--- src/rtl/pump_pwm_pkg.sv ---
// Shared types and helpers for the pump PWM driver.
//   pwm_ch_state_t : per-channel control state (OFF / KICK / RAMP / HOLD)
//   PWM_TOP        : last value of the 8-bit PWM count (count runs 0..254)
//   ramp_toward()  : one slew-limited step from a current duty toward a target
package pump_pwm_pkg;

  typedef enum logic [1:0] {
    CH_OFF  = 2'd0,
    CH_KICK = 2'd1,
    CH_RAMP = 2'd2,
    CH_HOLD = 2'd3
  } pwm_ch_state_t;

  localparam logic [7:0] PWM_TOP = 8'd254;

  // Move cur toward tgt by at most step. The sums are taken in 9 bits so the
  // result can never overshoot tgt or wrap past 0/255.
  function automatic logic [7:0] ramp_toward(input logic [7:0] cur,
                                             input logic [7:0] tgt,
                                             input logic [7:0] step);
    logic [8:0] up;
    logic [8:0] down;
    logic [7:0] res;
    up   = {1'b0, cur} + {1'b0, step};
    down = {1'b0, cur} - {1'b0, step};
    res  = cur;
    if (cur < tgt) begin
      res = (up >= {1'b0, tgt}) ? tgt : up[7:0];
    end else if (cur > tgt) begin
      // down[8] set means the subtraction went below zero
      res = (down[8] || (down[7:0] <= tgt)) ? tgt : down[7:0];
    end
    return res;
  endfunction

endpackage

--- src/rtl/pump_pwm_channel.sv ---
// One pump PWM channel: start-up kick, slew-limited ramp, hold and compare.
// Ports:
//   clk, rst_n  : clock, asynchronous active-low reset
//   i_enable    : low forces the channel OFF with duty 0 and output low
//   i_boundary  : high on the clk that ends a PWM period (count 254 -> 0)
//   i_count     : shared 8-bit PWM count
//   i_target    : commanded duty, sampled only at a period boundary
//   o_pwm       : registered gate drive, (count < duty_eff) one clk late
//   o_settled   : high in OFF and HOLD
//   o_state     : current channel state (debug visibility)
module pump_pwm_channel
  import pump_pwm_pkg::*;
#(
  parameter logic [7:0] KICK_DUTY    = 8'd200,
  parameter int         KICK_PERIODS = 4,
  parameter logic [7:0] RAMP_STEP    = 8'd16
) (
  input  logic       clk,
  input  logic       rst_n,
  input  logic       i_enable,
  input  logic       i_boundary,
  input  logic [7:0] i_count,
  input  logic [7:0] i_target,
  output logic       o_pwm,
  output logic       o_settled,
  output logic [1:0] o_state
);

  // Kick counter is loaded with the number of remaining extra kick periods.
  localparam logic [7:0] KICK_LOAD = (KICK_PERIODS > 0) ? 8'(KICK_PERIODS - 1) : 8'd0;

  pwm_ch_state_t r_state;
  logic [7:0]    r_kick_cnt;
  logic [7:0]    r_duty_eff;
  logic          r_pwm;
  logic          r_settled;
  logic [7:0]    w_step;

  // One ramp step from the present duty. In OFF the duty is 0, so this is
  // min(target, RAMP_STEP); in KICK the duty is KICK_DUTY.
  assign w_step = ramp_toward(r_duty_eff, i_target, RAMP_STEP);

  always_ff @(posedge clk or negedge rst_n) begin
    if (!rst_n) begin
      r_state    <= CH_OFF;
      r_kick_cnt <= 8'd0;
      r_duty_eff <= 8'd0;
      r_pwm      <= 1'b0;
      r_settled  <= 1'b1;
    end else if (!i_enable) begin
      r_state    <= CH_OFF;
      r_kick_cnt <= 8'd0;
      r_duty_eff <= 8'd0;
      r_pwm      <= 1'b0;
      r_settled  <= 1'b1;
    end else begin
      r_pwm <= (i_count < r_duty_eff);
      if (i_boundary) begin
        case (r_state)
          CH_OFF: begin
            if (i_target != 8'd0) begin
              if (KICK_PERIODS > 0) begin
                r_state    <= CH_KICK;
                r_duty_eff <= KICK_DUTY;
                r_kick_cnt <= KICK_LOAD;
              end else begin
                r_state    <= CH_RAMP;
                r_duty_eff <= w_step;
              end
              r_settled <= 1'b0;
            end
          end
          CH_KICK: begin
            if (i_target == 8'd0) begin
              r_state    <= CH_OFF;
              r_duty_eff <= 8'd0;
              r_settled  <= 1'b1;
            end else if (r_kick_cnt != 8'd0) begin
              r_kick_cnt <= r_kick_cnt - 8'd1;
            end else begin
              r_state    <= CH_RAMP;
              r_duty_eff <= w_step;
            end
          end
          CH_RAMP: begin
            if (i_target == 8'd0) begin
              // Stop is immediate; there is no ramp-down.
              r_state    <= CH_OFF;
              r_duty_eff <= 8'd0;
              r_settled  <= 1'b1;
            end else begin
              r_duty_eff <= w_step;
              if (w_step == i_target) begin
                r_state   <= CH_HOLD;
                r_settled <= 1'b1;
              end
            end
          end
          CH_HOLD: begin
            if (i_target == 8'd0) begin
              r_state    <= CH_OFF;
              r_duty_eff <= 8'd0;
            end else if (i_target != r_duty_eff) begin
              r_state    <= CH_RAMP;
              r_duty_eff <= w_step;
              r_settled  <= 1'b0;
            end
          end
          default: begin
            r_state    <= CH_OFF;
            r_duty_eff <= 8'd0;
            r_kick_cnt <= 8'd0;
            r_settled  <= 1'b1;
          end
        endcase
      end
    end
  end

  assign o_pwm     = r_pwm;
  assign o_settled = r_settled;
  assign o_state   = r_state;

endmodule

--- src/rtl/pump_pwm_driver.sv ---
// Dual-channel PWM output stage for the fill (A) and drain (B) pumps.
// Holds the prescaler, the shared 0..254 PWM count and the period marker;
// each pump has its own pump_pwm_channel.
// Ports:
//   clk, reset_n           : clock, asynchronous active-low reset
//   enable                 : global enable; low forces both pumps off
//   pwm_duty_a/b           : target duties (0 = off, 255 = always on)
//   pwm_out_a/b            : gate drives
//   settled_a/b            : effective duty has reached target (or channel off)
//   period_start           : one-clk pulse, high in the first clk of each period
//   dbg_state_a/b          : channel state (pwm_ch_state_t encoding)
module pump_pwm_driver
  import pump_pwm_pkg::*;
#(
  parameter int         PRESCALE     = 10,
  parameter logic [7:0] KICK_DUTY    = 8'd200,
  parameter int         KICK_PERIODS = 4,
  parameter logic [7:0] RAMP_STEP    = 8'd16
) (
  input  logic       clk,
  input  logic       reset_n,
  input  logic       enable,
  input  logic [7:0] pwm_duty_a,
  input  logic [7:0] pwm_duty_b,
  output logic       pwm_out_a,
  output logic       pwm_out_b,
  output logic       settled_a,
  output logic       settled_b,
  output logic       period_start,
  output logic [1:0] dbg_state_a,
  output logic [1:0] dbg_state_b
);

  // A prescale of 1 still needs a 1-bit counter (it simply stays at 0).
  localparam int             PS_W    = (PRESCALE > 1) ? $clog2(PRESCALE) : 1;
  localparam logic [PS_W-1:0] PS_LAST = PS_W'(PRESCALE - 1);

  logic [PS_W-1:0] r_prescale;
  logic [7:0]      r_count;
  logic            r_period_start;
  logic            w_tick;
  logic            w_boundary;

  assign w_tick     = (r_prescale == PS_LAST);
  assign w_boundary = w_tick && (r_count == PWM_TOP);

  // The counter free-runs regardless of enable so period timing is stable.
  always_ff @(posedge clk or negedge reset_n) begin
    if (!reset_n) begin
      r_prescale     <= '0;
      r_count        <= 8'd0;
      r_period_start <= 1'b0;
    end else begin
      r_prescale     <= w_tick ? '0 : r_prescale + 1'b1;
      r_period_start <= w_boundary;
      if (w_tick) begin
        r_count <= (r_count == PWM_TOP) ? 8'd0 : r_count + 8'd1;
      end
    end
  end

  assign period_start = r_period_start;

  pump_pwm_channel #(
    .KICK_DUTY    (KICK_DUTY),
    .KICK_PERIODS (KICK_PERIODS),
    .RAMP_STEP    (RAMP_STEP)
  ) u_ch_a (
    .clk        (clk),
    .rst_n      (reset_n),
    .i_enable   (enable),
    .i_boundary (w_boundary),
    .i_count    (r_count),
    .i_target   (pwm_duty_a),
    .o_pwm      (pwm_out_a),
    .o_settled  (settled_a),
    .o_state    (dbg_state_a)
  );

  pump_pwm_channel #(
    .KICK_DUTY    (KICK_DUTY),
    .KICK_PERIODS (KICK_PERIODS),
    .RAMP_STEP    (RAMP_STEP)
  ) u_ch_b (
    .clk        (clk),
    .rst_n      (reset_n),
    .i_enable   (enable),
    .i_boundary (w_boundary),
    .i_count    (r_count),
    .i_target   (pwm_duty_b),
    .o_pwm      (pwm_out_b),
    .o_settled  (settled_b),
    .o_state    (dbg_state_b)
  );

endmodule

--- config.mk ---
export PLATFORM = sky130hd
export DESIGN_NAME = pump_pwm_driver
export DESIGN_NICKNAME = d
export VERILOG_FILES = /design/src/rtl/pump_pwm_pkg.sv /design/src/rtl/pump_pwm_channel.sv /design/src/rtl/pump_pwm_driver.sv
export SDC_FILE = /design/constraint.sdc
export NUM_CORES = 1
export LEC_CHECK = 0
export CAP_MARGIN = 20
export CORE_MARGIN = 4
export CORE_UTILIZATION = 55
export DETAILED_ROUTE_END_ITERATION = 10
export PLACE_DENSITY = 0.72
export SLEW_MARGIN = 0
export SYNTH_ARGS = -nofsm -noshare
export SYNTH_HDL_FRONTEND = slang
export SYNTH_SLANG_ARGS = --single-unit
--- constraint.sdc ---
create_clock -name clk -period 4.1 [get_ports clk]
set_input_delay 0.615 -clock clk [delete_from_list [all_inputs] [get_ports clk]]
set_output_delay 0.615 -clock clk [all_outputs]
set_load 0.1 [all_outputs]
==> results.sh, run 1 <==
export IMPL_routedWlPerCell_um=17.0
export IMPL_syn_avg_cell_area_um2=8.11
export IMPL_dp_hpwl_um=10600
export IMPL_min_path_type="primary input to async pin"
export IMPL_p_comb_share_pct=50.7
export IMPL_drt_iter0_drc=254
export IMPL_finalCritPeriodShare_pct=93.5
export IMPL_final_util_pct=62.2
export IMPL_vias_per_cell=6.20
export IMPL_antenna_found_initial=0
export IMPL_grt_ovfl_total=0
export IMPL_async_flop_share_pct=100
export IMPL_drv_slew=0
export IMPL_nets=752
export IMPL_place_gp_congestion=0.953
export IMPL_initial_core_util_pct=56.3
export IMPL_root_buffer="clkbuf_8"
export IMPL_setup_tns_ps=0
export IMPL_setup_slack_ps=266
export IMPL_fin_crit_ps=3830
export IMPL_critPathRequiredTime_ps=4340
export IMPL_ys_flop_type="dfrtp_1"
export IMPL_synth_top_area_cell="dfrtp_1"
export IMPL_clock_fmax_mhz=261
export IMPL_clockBufferDepth=2
export IMPL_synth_area_um2=5200
export IMPL_cts_tree="done"
export IMPL_tightest_slew_ps=983
export IMPL_ys_seq_area_share_pct=25.6
export IMPL_switchingPower_uw=831
export IMPL_max_vdd_ir_drop_uv=197
export IMPL_leakage_uw=0.00261
export IMPL_synth_edf_count=0
export IMPL_status="complete, no violations"
export IMPL_yosys_warnings=0
export IMPL_netlist_instances=641
export IMPL_post_cts_setup_buffers=0
export IMPL_h_tree_depth=2
export IMPL_synthTopCellsByArea="dfrtp_1 25%, ha_1 15%, o21ai_0 5.9%"
export IMPL_clkPwrFrac_pct=16.1
export IMPL_synth_seq_cells=53
export IMPL_crit_fanout=8
export IMPL_grtUsageTotal_pct=24.8
export IMPL_cts_num_sinks=53
export IMPL_vias=4963
export IMPL_wl_um=13600
export IMPL_nFillCells=828
export IMPL_final_setup_skew_ps=11.2
export IMPL_netlist_cell_type_count=69
export IMPL_drive_above_1_share_pct=6.55
export IMPL_rows=35
export IMPL_switching_share_pct=43.8
export IMPL_ios=28
export IMPL_drtPass1Iterations=5
export IMPL_route_detailed_drc=0
export IMPL_grt_setup_unrepaired="false"
export IMPL_ant_nets=0
export IMPL_holdBufCountCts=0
export IMPL_maxCapViolations=0
export IMPL_ctsResizeCount=0
export IMPL_die_x_um=105
export IMPL_grt_max_degree=40
export IMPL_maxSlewHeadroom_pct=34.3
export IMPL_design_die_area_um2=11100
export IMPL_cp_start_kind="flip-flop"
export IMPL_hold_violations=0
export IMPL_regArea_um2=1330
export IMPL_synth_top_area_share_pct=24.5
export IMPL_insertion_delay_ps=310
export IMPL_pwr_share_seq_pct=33.2
export IMPL_intPower_uw=1070
export IMPL_area_growth_pct=10.6
export IMPL_diodes=0
export IMPL_crit_type="flip-flop to flip-flop"
export IMPL_setup_viol=0
export IMPL_syn_nets=722
export IMPL_arrival_ps=4070
export IMPL_endpoint_kind="flip-flop"
export IMPL_place_ws_ps=359
export IMPL_core_area_um2=9240
export IMPL_path_clk_slew_ps=100
export IMPL_grt_pass1_vias=4868
export IMPL_numPortBuffers=27
export IMPL_powerDensity_nw_per_um2=330
export IMPL_cts_buffers=5
export IMPL_grt_pass1_wl_um=23000
export IMPL_multiInputGateArea_um2=3560
export IMPL_die_y_um=105
## power by group through the flow
stage	clock (uW)	sequential (uW)	combinational (uW)
after floorplan	0	680	663
after global placement	0	635	942
after detailed placement	0	637	951
after CTS	313	628	955
after global routing	340	637	1070
final	305	630	963
## path summary, 6_finish.rpt
check,start,endpoint,slack (ps),cells past startpoint
max in group asynchronous,reset_n,u_ch_a.o_pwm,2930,2
setup / recovery,u_ch_b.r_duty_eff[5],u_ch_b.o_settled,270,12
min in group clk,u_ch_a.r_kick_cnt[7],u_ch_a.r_kick_cnt[7],490,1
hold reg to reg,u_ch_a.r_kick_cnt[7],u_ch_a.r_kick_cnt[7],490,1
hold / removal,reset_n,u_ch_a.r_kick_cnt[5],430,1
setup reg to reg,u_ch_b.r_duty_eff[5],u_ch_b.o_settled,270,12
## stage by stage
step	cells	power (uW)	instance area, um2	hold WS [ps]
2_1_floorplan	641	1340	5200	319
3_3_place_gp	793	1580	5660	483
3_5_place_dp	793	1590	5660	480
4_1_cts	801	1900	5750	450
5_1_grt	801	2040	5750	489
6_report	801	1900	5750	428
## routing by layer
metal	vias up	GRT usage (%)	routed length (um)	share of wire, %
met5	-	0	0	0
met4	0	6.65	253	1.9
met3	27	2.76	625	4.6
met2	145	44.4	6820	50
met1	2368	31.5	5940	44
li1	2423	-	-	-
## synth_stat cells (10+ instances only)
cell	number
a21o_1	20
clkbuf_1	16
ha_1	62
inv_1	50
xnor2_1	18
nand2_1	60
nor4_1	11
dfrtp_1	51
nand3_1	16
o21ai_0	61
nand2b_1	10
o31ai_1	10
nor3_1	19
nand4_1	10
nor2_1	36
a21oi_1	37
## kinds of logic (layout without fill, tap and decap cells)
| group | Yosys count | after routing | synth area share [%] |
|---|---|---|---|
| AND/OR/NAND/NOR | 199 | 199 | 19.2 |
| adder cells (fa/ha/maj) | 62 | 62 | 14.9 |
| flip-flops | 53 | 53 | 25.6 |
| buffers and inverters | 76 | 107 | 6.06 |
| XOR/XNOR | 28 | 28 | 5.37 |
| multiplexers | 8 | 8 | 1.59 |
| AO/OA/AOI/OAI | 215 | 215 | 27.3 |
## sequential cells by signal, indices dropped and copies added (netlist names), 2 cells and up
name	count
r_count	8
u_ch_b.r_kick_cnt	8
r_prescale	4
u_ch_a.r_duty_eff	8
u_ch_b.o_state	2
u_ch_b.r_duty_eff	8
u_ch_a.o_state	2
u_ch_a.r_kick_cnt	8
## cells in the final DEF (no fill, tap or decap), types with 6 or more instances in the layout
master	n
nor4_1	11
o21ai_0	61
clkdlybuf4s50_1	26
a31oi_1	8
a22o_1	8
a211oi_1	6
xnor2_1	18
nand2b_1	10
nor3_1	19
inv_1	50
dfrtp_1	51
a21oi_1	37
nor2_1	36
o211ai_1	8
o31ai_1	10
nand3_1	16
xor2_1	8
mux2i_1	6
a21o_1	20
ha_1	62
buf_4	21
nand4_1	10
nand2_1	60
## worst max-delay path, cell delays in order, from the launching register on
cell and delay (ps):
dfrtp_1 610, inv_1 110, ha_1 430, inv_1 180
ha_1 320, a211oi_1 210, nor2_1 110, o21ai_1 410
and2_1 350, o32ai_1 120, o31a_1 360, o31ai_1 330
mux2i_1 220
## cell type report
cell class                      count  area share, %
Tap cell                          129           2.81
Timing Repair Buffer               48           7.35
Inverter                           51           3.33
Sequential cell                    53           23.1
Clock inverter                      3          0.370
Multi-Input combinational cell    512           61.8
Clock buffer                        5           1.20
No activity file was read; power rests on OpenSTA's default activity.
==> inputs of run 2 (changes only) <==
--- a/config.mk
+++ b/config.mk
@@ -7,9 +7,11 @@
 export LEC_CHECK = 0
 export CAP_MARGIN = 20
 export CORE_MARGIN = 4
-export CORE_UTILIZATION = 55
+export CORE_UTILIZATION = 50
+export CTS_BUF_LIST = sky130_fd_sc_hd__clkbuf_4
 export DETAILED_ROUTE_END_ITERATION = 10
-export PLACE_DENSITY = 0.72
+export DONT_BUFFER_PORTS = 1
+export PLACE_DENSITY = 0.63
 export SLEW_MARGIN = 0
 export SYNTH_ARGS = -nofsm -noshare
 export SYNTH_HDL_FRONTEND = slang
==> results.sh, run 2 (synthesis results as in run 1) <==
export IMPL_grtUsageTotal_pct=24.0
export IMPL_finalNonFillerCells=762
export IMPL_wl_um=13700
export IMPL_setup_viol=0
export IMPL_ant_nets=0
export IMPL_grt_busiest_layer="met2"
export IMPL_ctsResizeCount=0
export IMPL_numPortBuffers=0
export IMPL_setup_tns_ps=0
export IMPL_final_common_cell="ha_1"
export IMPL_grt_ovfl_total=0
export IMPL_arrival_ps=4090
export IMPL_grt_max_degree=52
export IMPL_initial_core_util_pct=52.2
export IMPL_nets=709
export IMPL_cts_num_sinks=53
export IMPL_grt_use_met1_pct=31.8
export IMPL_fin_crit_ps=3760
export IMPL_drt_iter0_drc=329
export IMPL_routedWlPerCell_um=18.0
export IMPL_drive_above_1_share_pct=4.29
export IMPL_max_vdd_ir_drop_uv=152
export IMPL_crit_type="flip-flop to flip-flop"
export IMPL_h_tree_depth=2
export IMPL_ios=28
export IMPL_leakage_uw=0.00244
export IMPL_dp_hpwl_um=10500
export IMPL_met2_usage_pct=40.5
export IMPL_antenna_found_initial=0
export IMPL_vias=4764
export IMPL_die_y_um=110
export IMPL_insertion_delay_ps=390
export IMPL_status="complete, no violations"
export IMPL_postLayoutCellArea_um2=5380
export IMPL_area_growth_pct=3.46
export IMPL_clock_fmax_mhz=266
export IMPL_diodes=0
export IMPL_place_gp_congestion=0.959
export IMPL_layout_common_cells="62 x ha_1, 61 x o21ai_0, 60 x nand2_1"
export IMPL_powerDensity_nw_per_um2=342
export IMPL_crit_fanout=10
export IMPL_drtPass1Iterations=5
export IMPL_tightest_slew_ps=988
export IMPL_drv_slew=0
export IMPL_maxCapViolations=0
export IMPL_rows=36
export IMPL_die_x_um=110
export IMPL_route_detailed_drc=0
export IMPL_design_die_area_um2=12100
export IMPL_use_met3_pct=4.14
export IMPL_vias_per_cell=6.25
export IMPL_holdBufCountCts=1
export IMPL_cts_tree="done"
export IMPL_grt_pass1_vias=4609
export IMPL_final_setup_skew_ps=16.3
export IMPL_hold_violations=0
export IMPL_maxSlewHeadroom_pct=34.1
export IMPL_path_clk_slew_ps=160
export IMPL_min_path_type="primary input to async pin"
export IMPL_cts_buffers=5
export IMPL_grt_pass1_wl_um=23100
export IMPL_post_cts_setup_buffers=0
export IMPL_root_buffer="clkbuf_4"
export IMPL_dp_cells=753
export IMPL_core_area_um2=9950
export IMPL_critPathRequiredTime_ps=4430
export IMPL_grt_setup_unrepaired="false"
export IMPL_finalCritPeriodShare_pct=91.8
export IMPL_nFillCells=1001
export IMPL_placed_cell_area_um2=5270
export IMPL_cp_start_kind="flip-flop"
export IMPL_endpoint_kind="flip-flop"
export IMPL_clockBufferDepth=2
-- run 2: changes by cell type in the layout (fill, tap and decap cells not counted), sizes merged --
cell           previous run  this run
clkdlybuf4s50            26         0
buf                      22         5
bufinv                    0         1
clkbuf                    5         6
clkinvlp                  1         0
inv                      52        51
-- run 2: worst paths after layout --
path	to	depth (start not counted)	slack, ps	from
worst max-delay path	u_ch_b.o_settled	12	340	u_ch_b.r_duty_eff[4]
worst min register to register	u_ch_a.r_kick_cnt[7]	1	500	u_ch_a.r_kick_cnt[7]
max in group asynchronous	u_ch_b.r_kick_cnt[6]	1	3800	reset_n
worst max register to register	u_ch_b.o_settled	12	340	u_ch_b.r_duty_eff[4]
min in group clk	u_ch_a.r_duty_eff[0]	1	350	pwm_duty_a[0]
worst min-delay path	u_ch_b.o_settled	0	40	reset_n
-- run 2: worst max-delay path: stages (launching register included) --
cell	delay, ps
dfrtp_1	620
inv_1	170
ha_1	430
inv_1	140
ha_1	310
a211oi_1	220
nor2_1	90
o21ai_1	370
and2_1	350
o32ai_1	110
o31a_1	360
o31ai_1	300
mux2i_1	220
-- run 2: metal layers --
layer / up-vias / share of wire [%]
li1: 2344 / -
met1: 2264 / 45
met2: 132 / 47
met3: 24 / 5.4
met4: 0 / 2.2
met5: - / 0
-- run 2: layout make-up --
cell class	instances	area (um2)	share of cell area, %
flip-flops and latches	53	1330	24.7
well taps	133	166	3.09
clock buffers	6	45.0	0.837
repair buffers	5	57.6	1.07
multi-input cells	512	3560	66.1
clock inverters	2	35.0	0.651
inverters	51	191	3.56
-- run 2: power by group --
group          switching [uW]  total (uW)  internal [uW]
clock                     176         310            135
sequential                103         668            565
combinational             520         864            344
total                     798        1840           1040
-- run 2: stage by stage --
stage | hold slack (ps) | total power, uW | worst slack, ps | utilization (%)
3_3_place_gp | 322 | 1490 | 555 | 53.0
2_1_floorplan | 319 | 1340 | 909 | -
4_1_cts | 27.2 | 1840 | 404 | 54.0
5_1_grt | 4.57 | 2000 | 85.8 | 54.0
6_report | 44.1 | 1840 | 335 | 54.0
3_5_place_dp | 324 | 1510 | 422 | 53.0
==> inputs of run 3 (changes only) <==
--- a/config.mk
+++ b/config.mk
@@ -6,12 +6,13 @@
 export NUM_CORES = 1
 export LEC_CHECK = 0
 export CAP_MARGIN = 20
-export CORE_MARGIN = 4
+export CORE_MARGIN = 2
 export CORE_UTILIZATION = 50
 export CTS_BUF_LIST = sky130_fd_sc_hd__clkbuf_4
 export DETAILED_ROUTE_END_ITERATION = 10
 export DONT_BUFFER_PORTS = 1
 export PLACE_DENSITY = 0.63
+export SETUP_SLACK_MARGIN = 0.4
 export SLEW_MARGIN = 0
 export SYNTH_ARGS = -nofsm -noshare
 export SYNTH_HDL_FRONTEND = slang
==> results.sh, run 3 (synthesis results as in run 1) <==
export IMPL_cts_buffers=5
export IMPL_final_setup_skew_ps=26.9
export IMPL_powerDensity_nw_per_um2=346
export IMPL_grt_ovfl_total=0
export IMPL_drv_slew=0
export IMPL_final_common_cell="ha_1"
export IMPL_cts_num_sinks=53
export IMPL_cpMaxStageDelayCell="dfrtp_1"
export IMPL_place_gp_congestion=0.993
export IMPL_dp_hpwl_um=10700
export IMPL_intPower_uw=1060
export IMPL_cp_start_kind="flip-flop"
export IMPL_hold_violations=0
export IMPL_place_ws_ps=487
export IMPL_initial_core_util_pct=50.8
export IMPL_critPathRequiredTime_ps=4410
export IMPL_clkPwrFrac_pct=17.0
export IMPL_leakage_uw=0.00245
export IMPL_arrival_ps=3770
export IMPL_grt_pass1_wl_um=23200
export IMPL_insertion_delay_ps=380
export IMPL_fin_crit_ps=3460
export IMPL_maxSlewHeadroom_pct=33.9
export IMPL_diodes=0
export IMPL_grtUsageTotal_pct=25.2
export IMPL_grt_pass1_vias=4751
export IMPL_max_vdd_ir_drop_uv=277
export IMPL_drt_iter0_drc=246
export IMPL_ios=28
export IMPL_numPortBuffers=0
export IMPL_endpoint_kind="flip-flop"
export IMPL_setup_viol=0
export IMPL_finalCritPeriodShare_pct=84.4
export IMPL_h_tree_depth=2
export IMPL_crit_type="flip-flop to flip-flop"
export IMPL_area_growth_pct=4.48
export IMPL_p_total_uw=1880
export IMPL_tightest_slew_ps=992
export IMPL_wl_um=14100
export IMPL_grt_busiest_layer="met2"
export IMPL_crit_family="compound AO/OA/AOI/OAI gates"
export IMPL_design_die_area_um2=11200
export IMPL_route_detailed_drc=0
export IMPL_ant_nets=0
export IMPL_vias_per_cell=6.31
export IMPL_nets=713
export IMPL_status="complete, no violations"
export IMPL_pwr_share_seq_pct=35.1
export IMPL_grt_use_met1_pct=33.2
export IMPL_use_met3_pct=4.78
export IMPL_grt_setup_unrepaired="false"
export IMPL_vias=4851
export IMPL_rows=37
export IMPL_layout_common_cells="62 x ha_1, 61 x o21ai_0, 60 x nand2_1"
export IMPL_switchingPower_uw=824
export IMPL_core_area_um2=10200
export IMPL_crit_path_cell_trace="inv_1 > ha_1 > inv_1 > ha_1 > a21o_1 > a21o_1 > a21oi_1 > or2_1 > a22oi_1 > o31a_1 > o31a_1 > o311a_1"
export IMPL_drtPass1Iterations=5
export IMPL_cpPeakStageDelay_ps=490
export IMPL_post_cts_setup_buffers=0
export IMPL_clockBufferDepth=2
export IMPL_switching_share_pct=43.8
export IMPL_critPathBufInv=2
export IMPL_setup_slack_ps=639
export IMPL_maxCapViolations=0
export IMPL_p_comb_share_pct=47.9
export IMPL_clock_fmax_mhz=289
export IMPL_root_buffer="clkbuf_4"
export IMPL_drive_above_1_share_pct=5.85
export IMPL_path_clk_slew_ps=170
export IMPL_nFillCells=958
export IMPL_setup_tns_ps=0
export IMPL_die_x_um=106
export IMPL_die_y_um=106
export IMPL_routedWlPerCell_um=18.3
export IMPL_final_util_pct=53.1
export IMPL_cts_tree="done"
export IMPL_antenna_found_initial=0
export IMPL_met2_usage_pct=42.5
export IMPL_grt_max_degree=52
export IMPL_crit_fanout=7
export IMPL_min_path_type="primary input to async pin"
-- run 3: cell types whose count changed in the layout (fill, tap and decap cells not counted), moves of 2 or more --
cell     delta
inv_6       +2
dfrtp_1     -3
dfrtp_2     +3
buf_4       +4
-- run 3: layout make-up --
class / instances / area, um2 / share of cell area [%]
flip-flops and latches: 53 / 1330 / 24.5
well taps: 136 / 170 / 3.13
clock inverters: 3 / 47.5 / 0.875
clock buffers: 5 / 37.5 / 0.691
inverters: 51 / 191 / 3.52
repair buffers: 9 / 87.6 / 1.61
multi-input cells: 512 / 3570 / 65.6
-- run 3: stage by stage --
| stage | std cells | hold slack [ps] | cell area (um2) |
|---|---|---|---|
| final | 769 | 51.9 | 5430 |
| after global routing | 769 | 2.12 | 5430 |
| after CTS | 769 | 23.2 | 5420 |
| after detailed placement | 760 | 323 | 5310 |
| after global placement | 760 | 323 | 5310 |
| after floorplan | 641 | 319 | 5200 |
-- run 3: final timing paths --
kind | cells after the start | start | slack (ps) | endpoint
max in group asynchronous | 1 | reset_n | 3790 | u_ch_a.r_duty_eff[4]
min in group clk | 1 | pwm_duty_b[1] | 340 | u_ch_b.r_duty_eff[1]
min | 0 | reset_n | 50 | u_ch_b.o_settled
max reg2reg | 12 | u_ch_a.r_duty_eff[5] | 640 | u_ch_a.o_settled
max | 12 | u_ch_a.r_duty_eff[5] | 640 | u_ch_a.o_settled
min reg2reg | 1 | u_ch_a.r_kick_cnt[7] | 490 | u_ch_a.r_kick_cnt[7]
-- run 3: what timing repair did --
item,4_1_cts,5_1_grt
gates resized for setup,0,6
hold buffers,1,0
endpoints found under the hold margin,51,0
endpoints found under the setup margin,0,9
-- run 3: power groups by stage --
stage | clock (uW) | sequential [uW] | combinational, uW
2_1_floorplan | 0 | 680 | 663
3_3_place_gp | 0 | 666 | 851
3_5_place_dp | 0 | 669 | 865
4_1_cts | 336 | 659 | 884
5_1_grt | 350 | 669 | 995
6_report | 319 | 661 | 902
-- run 3: metal layers --
metal  up-vias  part of all wire, %  routed length, um
met3        20                  6.1                865
li1       2359                    -                  -
met5         -                    0                  0
met4         0                  1.8                258
met1      2324                   45               6360
met2       148                   47               6610
